<file path="config.mk">
export PLATFORM = sky130hd
export DESIGN_NAME = xram_arbiter_flat
export DESIGN_NICKNAME = d
export VERILOG_FILES = /design/src/rtl/xram_arbiter_if.sv /design/src/rtl/xram_arbiter.sv /design/src/flat_wrapper.sv
export SDC_FILE = /design/constraint.sdc
export NUM_CORES = 1
export LEC_CHECK = 0
export BUFFER_PORTS_ARGS = -buffer_cell sky130_fd_sc_hd__buf_2
export CORE_MARGIN = 3
export CORE_UTILIZATION = 41
export CTS_CLUSTER_DIAMETER = 200
export DETAILED_ROUTE_END_ITERATION = 7
export PLACE_DENSITY = 0.77
export SYNTH_ARGS = -nofsm -noshare
export SYNTH_HDL_FRONTEND = slang
export SYNTH_SLANG_ARGS = --single-unit
</file>
<file path="constraint.sdc">
create_clock -name clk -period 1.7 [get_ports clk]
set_input_delay 0.34 -clock clk [delete_from_list [all_inputs] [get_ports clk]]
set_output_delay 0.34 -clock clk [all_outputs]
set_load 0.005 [all_outputs]
</file>
<file path="src/rtl/xram_arbiter_if.sv">
// rtl/xram_arbiter_if.sv - CPU, AES and RAM-side signals of the XRAM arbiter
// The slave modport is the arbiter's view; the master modport is its environment.
interface xram_arbiter_if #(
    parameter int ADDR_W = 16
);
    logic [ADDR_W-1:0] cpu_addr;
    logic [7:0]        cpu_wdata;
    logic [7:0]        cpu_rdata;
    logic              cpu_wr;
    logic              cpu_stb;
    logic              cpu_ack;

    logic [ADDR_W-1:0] aes_xram_addr;
    logic [7:0]        aes_xram_wdata;
    logic [7:0]        aes_xram_rdata;
    logic              aes_xram_wr;
    logic              aes_xram_stb;
    logic              aes_xram_ack;

    logic [ADDR_W-1:0] mem_addr;
    logic [7:0]        mem_wdata;
    logic [7:0]        mem_rdata;
    logic              mem_en;
    logic              mem_we;

    logic [1:0]        gnt;

    modport slave (
        input  cpu_addr, cpu_wdata, cpu_wr, cpu_stb,
        output cpu_rdata, cpu_ack,
        input  aes_xram_addr, aes_xram_wdata, aes_xram_wr, aes_xram_stb,
        output aes_xram_rdata, aes_xram_ack,
        output mem_addr, mem_wdata, mem_en, mem_we,
        input  mem_rdata,
        output gnt
    );

    modport master (
        output cpu_addr, cpu_wdata, cpu_wr, cpu_stb,
        input  cpu_rdata, cpu_ack,
        output aes_xram_addr, aes_xram_wdata, aes_xram_wr, aes_xram_stb,
        input  aes_xram_rdata, aes_xram_ack,
        input  mem_addr, mem_wdata, mem_en, mem_we,
        output mem_rdata,
        input  gnt
    );
endinterface

</file>
<file path="src/rtl/xram_arbiter.sv">
// rtl/xram_arbiter.sv - two-master (CPU/AES) arbiter in front of a single-port synchronous XRAM
// Define XRAM_ARB_RR_EN for round-robin tie-breaking; otherwise the CPU has fixed priority.
module xram_arbiter #(
    parameter int ADDR_W      = 16,
    parameter int WAIT_CYCLES = 0
) (
    input  logic          clk,
    input  logic          rst,
    xram_arbiter_if.slave bus
);
    typedef enum logic [1:0] {
        S_IDLE,
        S_ACCESS,
        S_WAIT,
        S_ACK
    } state_t;

    localparam logic [3:0] LP_WAIT_LOAD = (WAIT_CYCLES > 0) ? 4'(WAIT_CYCLES - 1) : 4'd0;

    state_t            r_state, w_state_nxt;
    logic [1:0]        r_gnt, w_gnt_nxt;
    logic [ADDR_W-1:0] r_addr, w_addr_nxt;
    logic [7:0]        r_wdata, w_wdata_nxt;
    logic              r_mem_en, w_mem_en_nxt;
    logic              r_mem_we, w_mem_we_nxt;
    logic [3:0]        r_cnt, w_cnt_nxt;
    logic              w_any_req;
    logic              w_pick_aes;
    logic              w_in_ack;

    assign w_any_req = bus.cpu_stb | bus.aes_xram_stb;

`ifdef XRAM_ARB_RR_EN
    logic r_last_aes;

    // On a tie the master that did not win last time gets the grant.
    assign w_pick_aes = bus.aes_xram_stb & (~bus.cpu_stb | ~r_last_aes);

    always_ff @(posedge clk or posedge rst) begin
        if (rst) begin
            r_last_aes <= 1'b1;
        end else if (r_state == S_IDLE && w_any_req) begin
            r_last_aes <= w_pick_aes;
        end
    end
`else
    assign w_pick_aes = bus.aes_xram_stb & ~bus.cpu_stb;
`endif

    always_ff @(posedge clk or posedge rst) begin
        if (rst) begin
            r_state  <= S_IDLE;
            r_gnt    <= 2'b00;
            r_addr   <= '0;
            r_wdata  <= 8'h00;
            r_mem_en <= 1'b0;
            r_mem_we <= 1'b0;
            r_cnt    <= 4'd0;
        end else begin
            r_state  <= w_state_nxt;
            r_gnt    <= w_gnt_nxt;
            r_addr   <= w_addr_nxt;
            r_wdata  <= w_wdata_nxt;
            r_mem_en <= w_mem_en_nxt;
            r_mem_we <= w_mem_we_nxt;
            r_cnt    <= w_cnt_nxt;
        end
    end

    always_comb begin
        w_state_nxt  = r_state;
        w_gnt_nxt    = r_gnt;
        w_addr_nxt   = r_addr;
        w_wdata_nxt  = r_wdata;
        w_mem_en_nxt = 1'b0;
        w_mem_we_nxt = 1'b0;
        w_cnt_nxt    = r_cnt;
        case (r_state)
            S_IDLE: begin
                // The winner's request is captured straight into the RAM-side registers.
                if (w_any_req) begin
                    w_state_nxt  = S_ACCESS;
                    w_mem_en_nxt = 1'b1;
                    if (w_pick_aes) begin
                        w_gnt_nxt    = 2'b10;
                        w_addr_nxt   = bus.aes_xram_addr;
                        w_wdata_nxt  = bus.aes_xram_wdata;
                        w_mem_we_nxt = bus.aes_xram_wr;
                    end else begin
                        w_gnt_nxt    = 2'b01;
                        w_addr_nxt   = bus.cpu_addr;
                        w_wdata_nxt  = bus.cpu_wdata;
                        w_mem_we_nxt = bus.cpu_wr;
                    end
                end
            end
            S_ACCESS: begin
                if (WAIT_CYCLES > 0) begin
                    w_state_nxt = S_WAIT;
                    w_cnt_nxt   = LP_WAIT_LOAD;
                end else begin
                    w_state_nxt = S_ACK;
                end
            end
            S_WAIT: begin
                if (r_cnt == 4'd0) begin
                    w_state_nxt = S_ACK;
                end else begin
                    w_cnt_nxt = r_cnt - 4'd1;
                end
            end
            default: begin
                w_state_nxt = S_IDLE;
                w_gnt_nxt   = 2'b00;
            end
        endcase
    end

    // A master that dropped its strobe after grant gets no ack; the RAM access still happened.
    assign w_in_ack           = (r_state == S_ACK);
    assign bus.cpu_ack        = w_in_ack & r_gnt[0] & bus.cpu_stb;
    assign bus.aes_xram_ack   = w_in_ack & r_gnt[1] & bus.aes_xram_stb;
    assign bus.cpu_rdata      = (w_in_ack & r_gnt[0]) ? bus.mem_rdata : 8'h00;
    assign bus.aes_xram_rdata = (w_in_ack & r_gnt[1]) ? bus.mem_rdata : 8'h00;

    assign bus.mem_addr  = r_addr;
    assign bus.mem_wdata = r_wdata;
    assign bus.mem_en    = r_mem_en;
    assign bus.mem_we    = r_mem_we;
    assign bus.gnt       = r_gnt;
endmodule

</file>
<file path="src/flat_wrapper.sv">
// flat-port wrapper written by rule: the top's interface ports become plain ports
module xram_arbiter_flat 
#(
    parameter int ADDR_W      = 16,
    parameter int WAIT_CYCLES = 0
)
  (clk, rst, bus_cpu_addr, bus_cpu_wdata, bus_cpu_wr, bus_cpu_stb, bus_cpu_rdata, bus_cpu_ack, bus_aes_xram_addr, bus_aes_xram_wdata, bus_aes_xram_wr, bus_aes_xram_stb, bus_aes_xram_rdata, bus_aes_xram_ack, bus_mem_addr, bus_mem_wdata, bus_mem_en, bus_mem_we, bus_mem_rdata, bus_gnt);
  xram_arbiter_if #(.ADDR_W(ADDR_W)) bus_i ();
  input  logic clk;
  input  logic rst;
  input wire logic [$bits(bus_i.cpu_addr)-1:0] bus_cpu_addr;
  input wire logic [$bits(bus_i.cpu_wdata)-1:0] bus_cpu_wdata;
  input wire logic [$bits(bus_i.cpu_wr)-1:0] bus_cpu_wr;
  input wire logic [$bits(bus_i.cpu_stb)-1:0] bus_cpu_stb;
  output wire logic [$bits(bus_i.cpu_rdata)-1:0] bus_cpu_rdata;
  output wire logic [$bits(bus_i.cpu_ack)-1:0] bus_cpu_ack;
  input wire logic [$bits(bus_i.aes_xram_addr)-1:0] bus_aes_xram_addr;
  input wire logic [$bits(bus_i.aes_xram_wdata)-1:0] bus_aes_xram_wdata;
  input wire logic [$bits(bus_i.aes_xram_wr)-1:0] bus_aes_xram_wr;
  input wire logic [$bits(bus_i.aes_xram_stb)-1:0] bus_aes_xram_stb;
  output wire logic [$bits(bus_i.aes_xram_rdata)-1:0] bus_aes_xram_rdata;
  output wire logic [$bits(bus_i.aes_xram_ack)-1:0] bus_aes_xram_ack;
  output wire logic [$bits(bus_i.mem_addr)-1:0] bus_mem_addr;
  output wire logic [$bits(bus_i.mem_wdata)-1:0] bus_mem_wdata;
  output wire logic [$bits(bus_i.mem_en)-1:0] bus_mem_en;
  output wire logic [$bits(bus_i.mem_we)-1:0] bus_mem_we;
  input wire logic [$bits(bus_i.mem_rdata)-1:0] bus_mem_rdata;
  output wire logic [$bits(bus_i.gnt)-1:0] bus_gnt;
  assign bus_i.cpu_addr = bus_cpu_addr;
  assign bus_i.cpu_wdata = bus_cpu_wdata;
  assign bus_i.cpu_wr = bus_cpu_wr;
  assign bus_i.cpu_stb = bus_cpu_stb;
  assign bus_cpu_rdata = bus_i.cpu_rdata;
  assign bus_cpu_ack = bus_i.cpu_ack;
  assign bus_i.aes_xram_addr = bus_aes_xram_addr;
  assign bus_i.aes_xram_wdata = bus_aes_xram_wdata;
  assign bus_i.aes_xram_wr = bus_aes_xram_wr;
  assign bus_i.aes_xram_stb = bus_aes_xram_stb;
  assign bus_aes_xram_rdata = bus_i.aes_xram_rdata;
  assign bus_aes_xram_ack = bus_i.aes_xram_ack;
  assign bus_mem_addr = bus_i.mem_addr;
  assign bus_mem_wdata = bus_i.mem_wdata;
  assign bus_mem_en = bus_i.mem_en;
  assign bus_mem_we = bus_i.mem_we;
  assign bus_i.mem_rdata = bus_mem_rdata;
  assign bus_gnt = bus_i.gnt;
  xram_arbiter #(.ADDR_W(ADDR_W), .WAIT_CYCLES(WAIT_CYCLES)) u_core (.clk(clk), .rst(rst), .bus(bus_i));
endmodule
</file>
==> flow_summary.json, run 1 <==
{
  "layout-drive-gt1-share_pct": 44.6,
  "start_kind": "flop",
  "ys_types": 26,
  "rsz0062_at_grt": "no",
  "grt_pass1_vias": 1411,
  "maxCapViolations": 0,
  "slew_viol_final": 0,
  "die_w_um": 71.2,
  "dp_cells": 322,
  "r2r_setup_slack_ns": 0.12,
  "worst-path-buf-inv": 1,
  "p_per_area_mw_per_mm2": 1330,
  "fin_util_pct": 59.5,
  "mostFrequentLayoutCells": "buf_2 (107), dfrtp_1 (34), nand2_1 (28)",
  "finalNonFillerCells": 330,
  "cts.sinks": 34,
  "syn_nets": 235,
  "final_common_cell": "buf_2",
  "cts_buffer_depth": 2,
  "die-area_mm2": 0.00507,
  "fillers": 384,
  "finalClockSkew_ns": 0.00421,
  "drt_iter0_drc": 53,
  "placed_cell_area_mm2": 0.00231,
  "syn_inst": 169,
  "tns_ns": 0,
  "ios": 108,
  "crit_family": "simple AND/OR/NAND/NOR gates",
  "final_area_mm2": 0.00241,
  "via_count": 1561,
  "grt_max_degree": 35,
  "dp_hpwl_um": 3130,
  "area_delta_synth_final_pct": 38.6,
  "cpPeakStageDelay_ns": 0.48,
  "status": "finished, final reports clean",
  "vdd_drop_max_mv": 0.601,
  "grt_first_pass_wirelength_um": 6380,
  "wl_per_cell_um": 12.1,
  "critical_path_class": "flop to flop",
  "syn_area_mm2": 0.00174,
  "rows": 23,
  "track_usage_pct": 15.8,
  "cts_root_buffer": "clkbuf_8",
  "postCtsHoldBufs": 0,
  "slowest_stage": "or4b_1",
  "start_util_pct": 42.9,
  "worstPathArrival_ns": 1.80,
  "htreeDepth": 2,
  "path_cells": "inv_1, ha_2, or4b_1, nor3_1, a21o_1",
  "cp_max_fo": 5,
  "worst_slew_margin_rel_pct": 71.7,
  "gr-total-overflow": 0,
  "drc_errors": 0,
  "cp_data_required_time_ns": 1.92,
  "max_freq_mhz": 632,
  "hold_violations": 0,
  "fin_crit_sh_pct": 93.0,
  "place_ws_ns": 0.151,
  "routabilityCongestion": 0.781,
  "ys_seq_area_share_pct": 48.9,
  "cts_tree": "done",
  "core_mm2": 0.00406,
  "diodes": 0,
  "worstMarginPinSlew_ns": 0.424,
  "die_y_um": 71.2,
  "vias_per_cell": 4.73,
  "yosys_warnings": 0,
  "worst_slack_ns": 0.118,
  "clkTransAtPathRegs_ns": 0.07,
  "leakage_nw": 1.51,
  "hp-class": "input pin to async pin",
  "cts_buffers": 5,
  "min_period_ns": 1.58,
  "setup_violations": 0,
  "nets": 345,
  "ant_nets": 0,
  "firstDrtPassIters": 4,
  "clock_latency_ns": 0.27,
  "yosys_register_bits": 34,
  "antenna_found_initial": 0,
  "postSynthAreaPerCell_um2": 10.3,
  "portBuffers": 107,
  "routed_wl_um": 4000,
  "endpoint_kind": "flop"
}
[report_power, final]
group / switching (W) / internal, W
logic: 0.000660 / 0.000618
registers: 0.000203 / 0.00114
clock network: 0.000263 / 0.000326
total: 0.00113 / 0.00209
[repair_timing]
action / 4_1_cts / 5_1_grt
resized for setup: 1 / 2
buffers inserted: 0 / 0
endpoints found under the setup margin: 18 / 18
hold endpoints to repair: 0 / 0
[synth_stat cells (all sizes together)]
cell / number / area (um2)
nor3: 1 / 5.00
o21ai: 27 / 139
nand2b: 2 / 12.5
ha: 4 / 50.1
buf: 5 / 63.8
a21o: 1 / 7.51
or3b: 1 / 8.76
a21oi: 3 / 15.0
mux2i: 27 / 270
inv: 8 / 30.0
a32o: 1 / 10.0
nand3b: 1 / 7.51
nand3: 1 / 5.00
a2bb2oi: 1 / 15.0
or4b: 1 / 10.0
xnor2: 1 / 8.76
clkbuf: 4 / 15.0
nand2: 28 / 105
dfrtp: 34 / 851
and3: 18 / 113
[flip-flops by register name (all words and copies together), names as in the netlist]
signal                cells
u_core.bus.mem_we         1
u_core.bus.mem_en         1
u_core.r_cnt              4
u_core.bus.mem_addr      16
u_core.r_state            2
u_core.bus.gnt            2
u_core.bus.mem_wdata      8
[per-stage QoR]
step | hold WS (ns) | total power [W]
3_3_place_gp | 0.453 | 0.00257
5_1_grt | 0.182 | 0.00351
6_report | 0.151 | 0.00321
2_1_floorplan | 0.460 | 0.00205
3_5_place_dp | 0.466 | 0.00263
4_1_cts | 0.161 | 0.00324
[layout make-up]
class                      count  area, um2  area share (%)
timing repair buffer         112        573            23.7
clock buffer                   7       86.3            3.58
inverter                       8       30.0            1.24
clock inverter                 1       5.00           0.207
sequential                    34        851            35.2
tap                           50       62.6            2.59
multi-input combinational    118        807            33.4
[path summary, 6_finish.rpt]
| kind | start | endpoint | depth (start not counted) |
|---|---|---|---|
| min | rst | u_core.bus.mem_addr[5] | 3 |
| max in group asynchronous | rst | u_core.bus.mem_wdata[2] | 3 |
| max reg2reg | u_core.r_state[0] | u_core.r_cnt[3] | 5 |
| min reg2reg | u_core.bus.mem_wdata[6] | u_core.bus.mem_wdata[6] | 2 |
| max | u_core.r_state[0] | u_core.r_cnt[3] | 5 |
| min in group clk | bus_cpu_wr | u_core.bus.mem_we | 3 |
[per-layer routing]
metal | part of all wire [%] | GRT usage, % | up-vias | wire length, um
li1 | - | - | 806 | -
met1 | 41 | 19.1 | 699 | 1620
met2 | 52 | 27.3 | 54 | 2080
met3 | 7.0 | 4.55 | 2 | 281
met4 | 0.47 | 4.38 | 0 | 19
met5 | 0 | 0 | - | 0
[logic make-up after synthesis]
logic type / synth area share, %
multiplexers: 15.5
AND/OR/NAND/NOR: 15.3
XOR/XNOR: 0.503
flip-flops: 48.9
adder cells (fa/ha/maj): 2.87
AO/OA/AOI/OAI: 10.7
buffers and inverters: 6.25
[worst reg2reg max path, cell delays in order (launching register included)]
cell and delay, ns:
dfrtp_1 0.41, inv_1 0.11, ha_2 0.23, or4b_1 0.48, nor3_1 0.18, a21o_1 0.11
Note: power is estimated with default switching activity, not from simulation.
==> inputs of run 2 (changes only) <==
- CORE_ASPECT_RATIO: unset -> 1.2
==> run 2 against run 1 <==
Design area up 1.3%. Sequential power about the same. Setup slack worse by 0.016 ns. Register-to-register slack about the same. First-iteration DRC count down 32%. Critical path depth down 2. Clock skew up 0.0029 ns. Clock power up 25%. Critical endpoint is now bus_cpu_rdata[6]. Non-clock buffer count down 2. Maximum frequency down 1.0%.
==> flow_summary.json, run 2 (synthesized netlist as in run 1, its figures left out) <==
{
  "crit_start": "u_core.r_state[1]",
  "rows": 25,
  "p_per_area_mw_per_mm2": 1390,
  "largest_reg_flops": 16,
  "track_usage_pct": 17.6,
  "worstPathArrival_ns": 1.26,
  "critical_path_class": "flop to primary output",
  "die_w_um": 65.5,
  "vias_per_cell": 4.73,
  "combPwrFrac_pct": 38.6,
  "p_seq_share_pct": 39.7,
  "routabilityCongestion": 0.724,
  "wl_per_cell_um": 12.5,
  "power.total_w": 0.00339,
  "dp_hpwl_um": 3280,
  "vdd_drop_max_mv": 0.730,
  "worstMarginPinSlew_ns": 0.409,
  "ant_nets": 0,
  "tns_ns": 0,
  "power.switching_w": 0.00115,
  "layout-drive-gt1-share_pct": 43.7,
  "final_common_cell": "buf_2",
  "grt_max_degree": 50,
  "sw_frac_of_total_pct": 33.9,
  "antenna_found_initial": 0,
  "slew_viol_final": 0,
  "start_util_pct": 43.5,
  "gr-total-overflow": 0,
  "die-area_mm2": 0.00507,
  "fin_crit_sh_pct": 94.0,
  "routed_wl_um": 4140,
  "drt_iter0_drc": 36,
  "fin_util_pct": 61.1,
  "clkPwrFrac_pct": 21.7,
  "hp-class": "input pin to async pin",
  "post_cts_buffers": 0,
  "drc_errors": 0,
  "maxCapViolations": 0,
  "cts_buffers": 5,
  "grt_first_pass_wirelength_um": 6920,
  "clkTransAtPathRegs_ns": 0.06,
  "grt_pass1_vias": 1546,
  "cp_max_fo": 19,
  "nets": 343,
  "cts.sinks": 34,
  "diodes": 0,
  "status": "finished, final reports clean",
  "die_y_um": 77.4,
  "start_kind": "flop",
  "min_period_ns": 1.60,
  "htreeDepth": 2,
  "area_delta_synth_final_pct": 40.4,
  "endpoint_kind": "primary output",
  "cts_tree": "done",
  "postCtsHoldBufs": 0,
  "fillers": 404,
  "via_count": 1566,
  "cts_root_buffer": "clkbuf_8",
  "portBuffers": 107,
  "ios": 108,
  "leakage_nw": 1.52,
  "firstDrtPassIters": 4,
  "rsz0062_at_grt": "no",
  "finalClockSkew_ns": 0.00710,
  "clock_latency_ns": 0.28,
  "finalNonFillerCells": 331,
  "timing.rr.start": "u_core.r_state[0]",
  "mostFrequentLayoutCells": "buf_2 (107), dfrtp_1 (34), nand2_1 (28)",
  "cp_data_required_time_ns": 1.36,
  "worst_slew_margin_rel_pct": 72.7,
  "p_int_w": 0.00224,
  "max_freq_mhz": 626,
  "setup_violations": 0,
  "r2r_setup_slack_ns": 0.12,
  "dp_cells": 324,
  "cts_buffer_depth": 2,
  "hold_violations": 0,
  "core_mm2": 0.00400
}
## run 2: power by group through the flow
stage / Combinational [W] / Sequential (W) / Clock [W]
final: 0.00131 / 0.00135 / 0.000735
after global routing: 0.00148 / 0.00140 / 0.000793
after CTS: 0.00132 / 0.00134 / 0.000759
after detailed placement: 0.00132 / 0.00135 / 0
after global placement: 0.00127 / 0.00133 / 0
after floorplan: 0.000683 / 0.00137 / 0
## run 2: metal layers
metal | global-route usage [%] | part of all wire (%) | vias up
met5 | 0 | 0 | -
met4 | 6.64 | 1.5 | 0
met3 | 3.91 | 4.8 | 5
met2 | 32.9 | 58 | 42
met1 | 18.6 | 36 | 726
li1 | - | - | 793
## run 2: final timing paths
check	end	cells after the start
worst max register to register	u_core.r_cnt[3]	5
worst min-delay path	u_core.bus.gnt[0]	3
worst max-delay path	bus_cpu_rdata[6]	3
max in group asynchronous	u_core.bus.mem_wdata[5]	3
worst min register to register	u_core.bus.mem_addr[11]	2
min in group clk	u_core.bus.mem_we	3
## run 2: timing repair
| item | CTS | global route |
|---|---|---|
| endpoints found under the setup margin | 18 | 18 |
| endpoints found under the hold margin | 0 | 0 |
| pin swaps | 0 | 0 |
| resized for setup | 1 | 1 |
## run 2: cell type report
cell class	instances	area (um2)	share of cell area (%)
repair buffers	110	583	23.8
well taps	54	67.6	2.76
clock buffers	6	82.6	3.38
clock inverters	1	30.0	1.23
multi-input cells	118	802	32.8
inverters	8	30.0	1.23
flip-flops and latches	34	851	34.8
## run 2: critical path: stages, from the launching register on
cell and delay [ns]:
dfrtp_1 0.43, ha_4 0.23, and3_1 0.19, buf_2 0.12
## run 2: through the flow
step / hold slack (ns) / setup WS [ns] / instance area, um2
6_report: 0.135 / 0.102 / 2450
5_1_grt: 0.171 / 0.0186 / 2450
4_1_cts: 0.143 / 0.00963 / 2440
3_5_place_dp: 0.448 / 0.160 / 2320
3_3_place_gp: 0.454 / 0.224 / 2320
2_1_floorplan: 0.460 / 0.265 / 1740
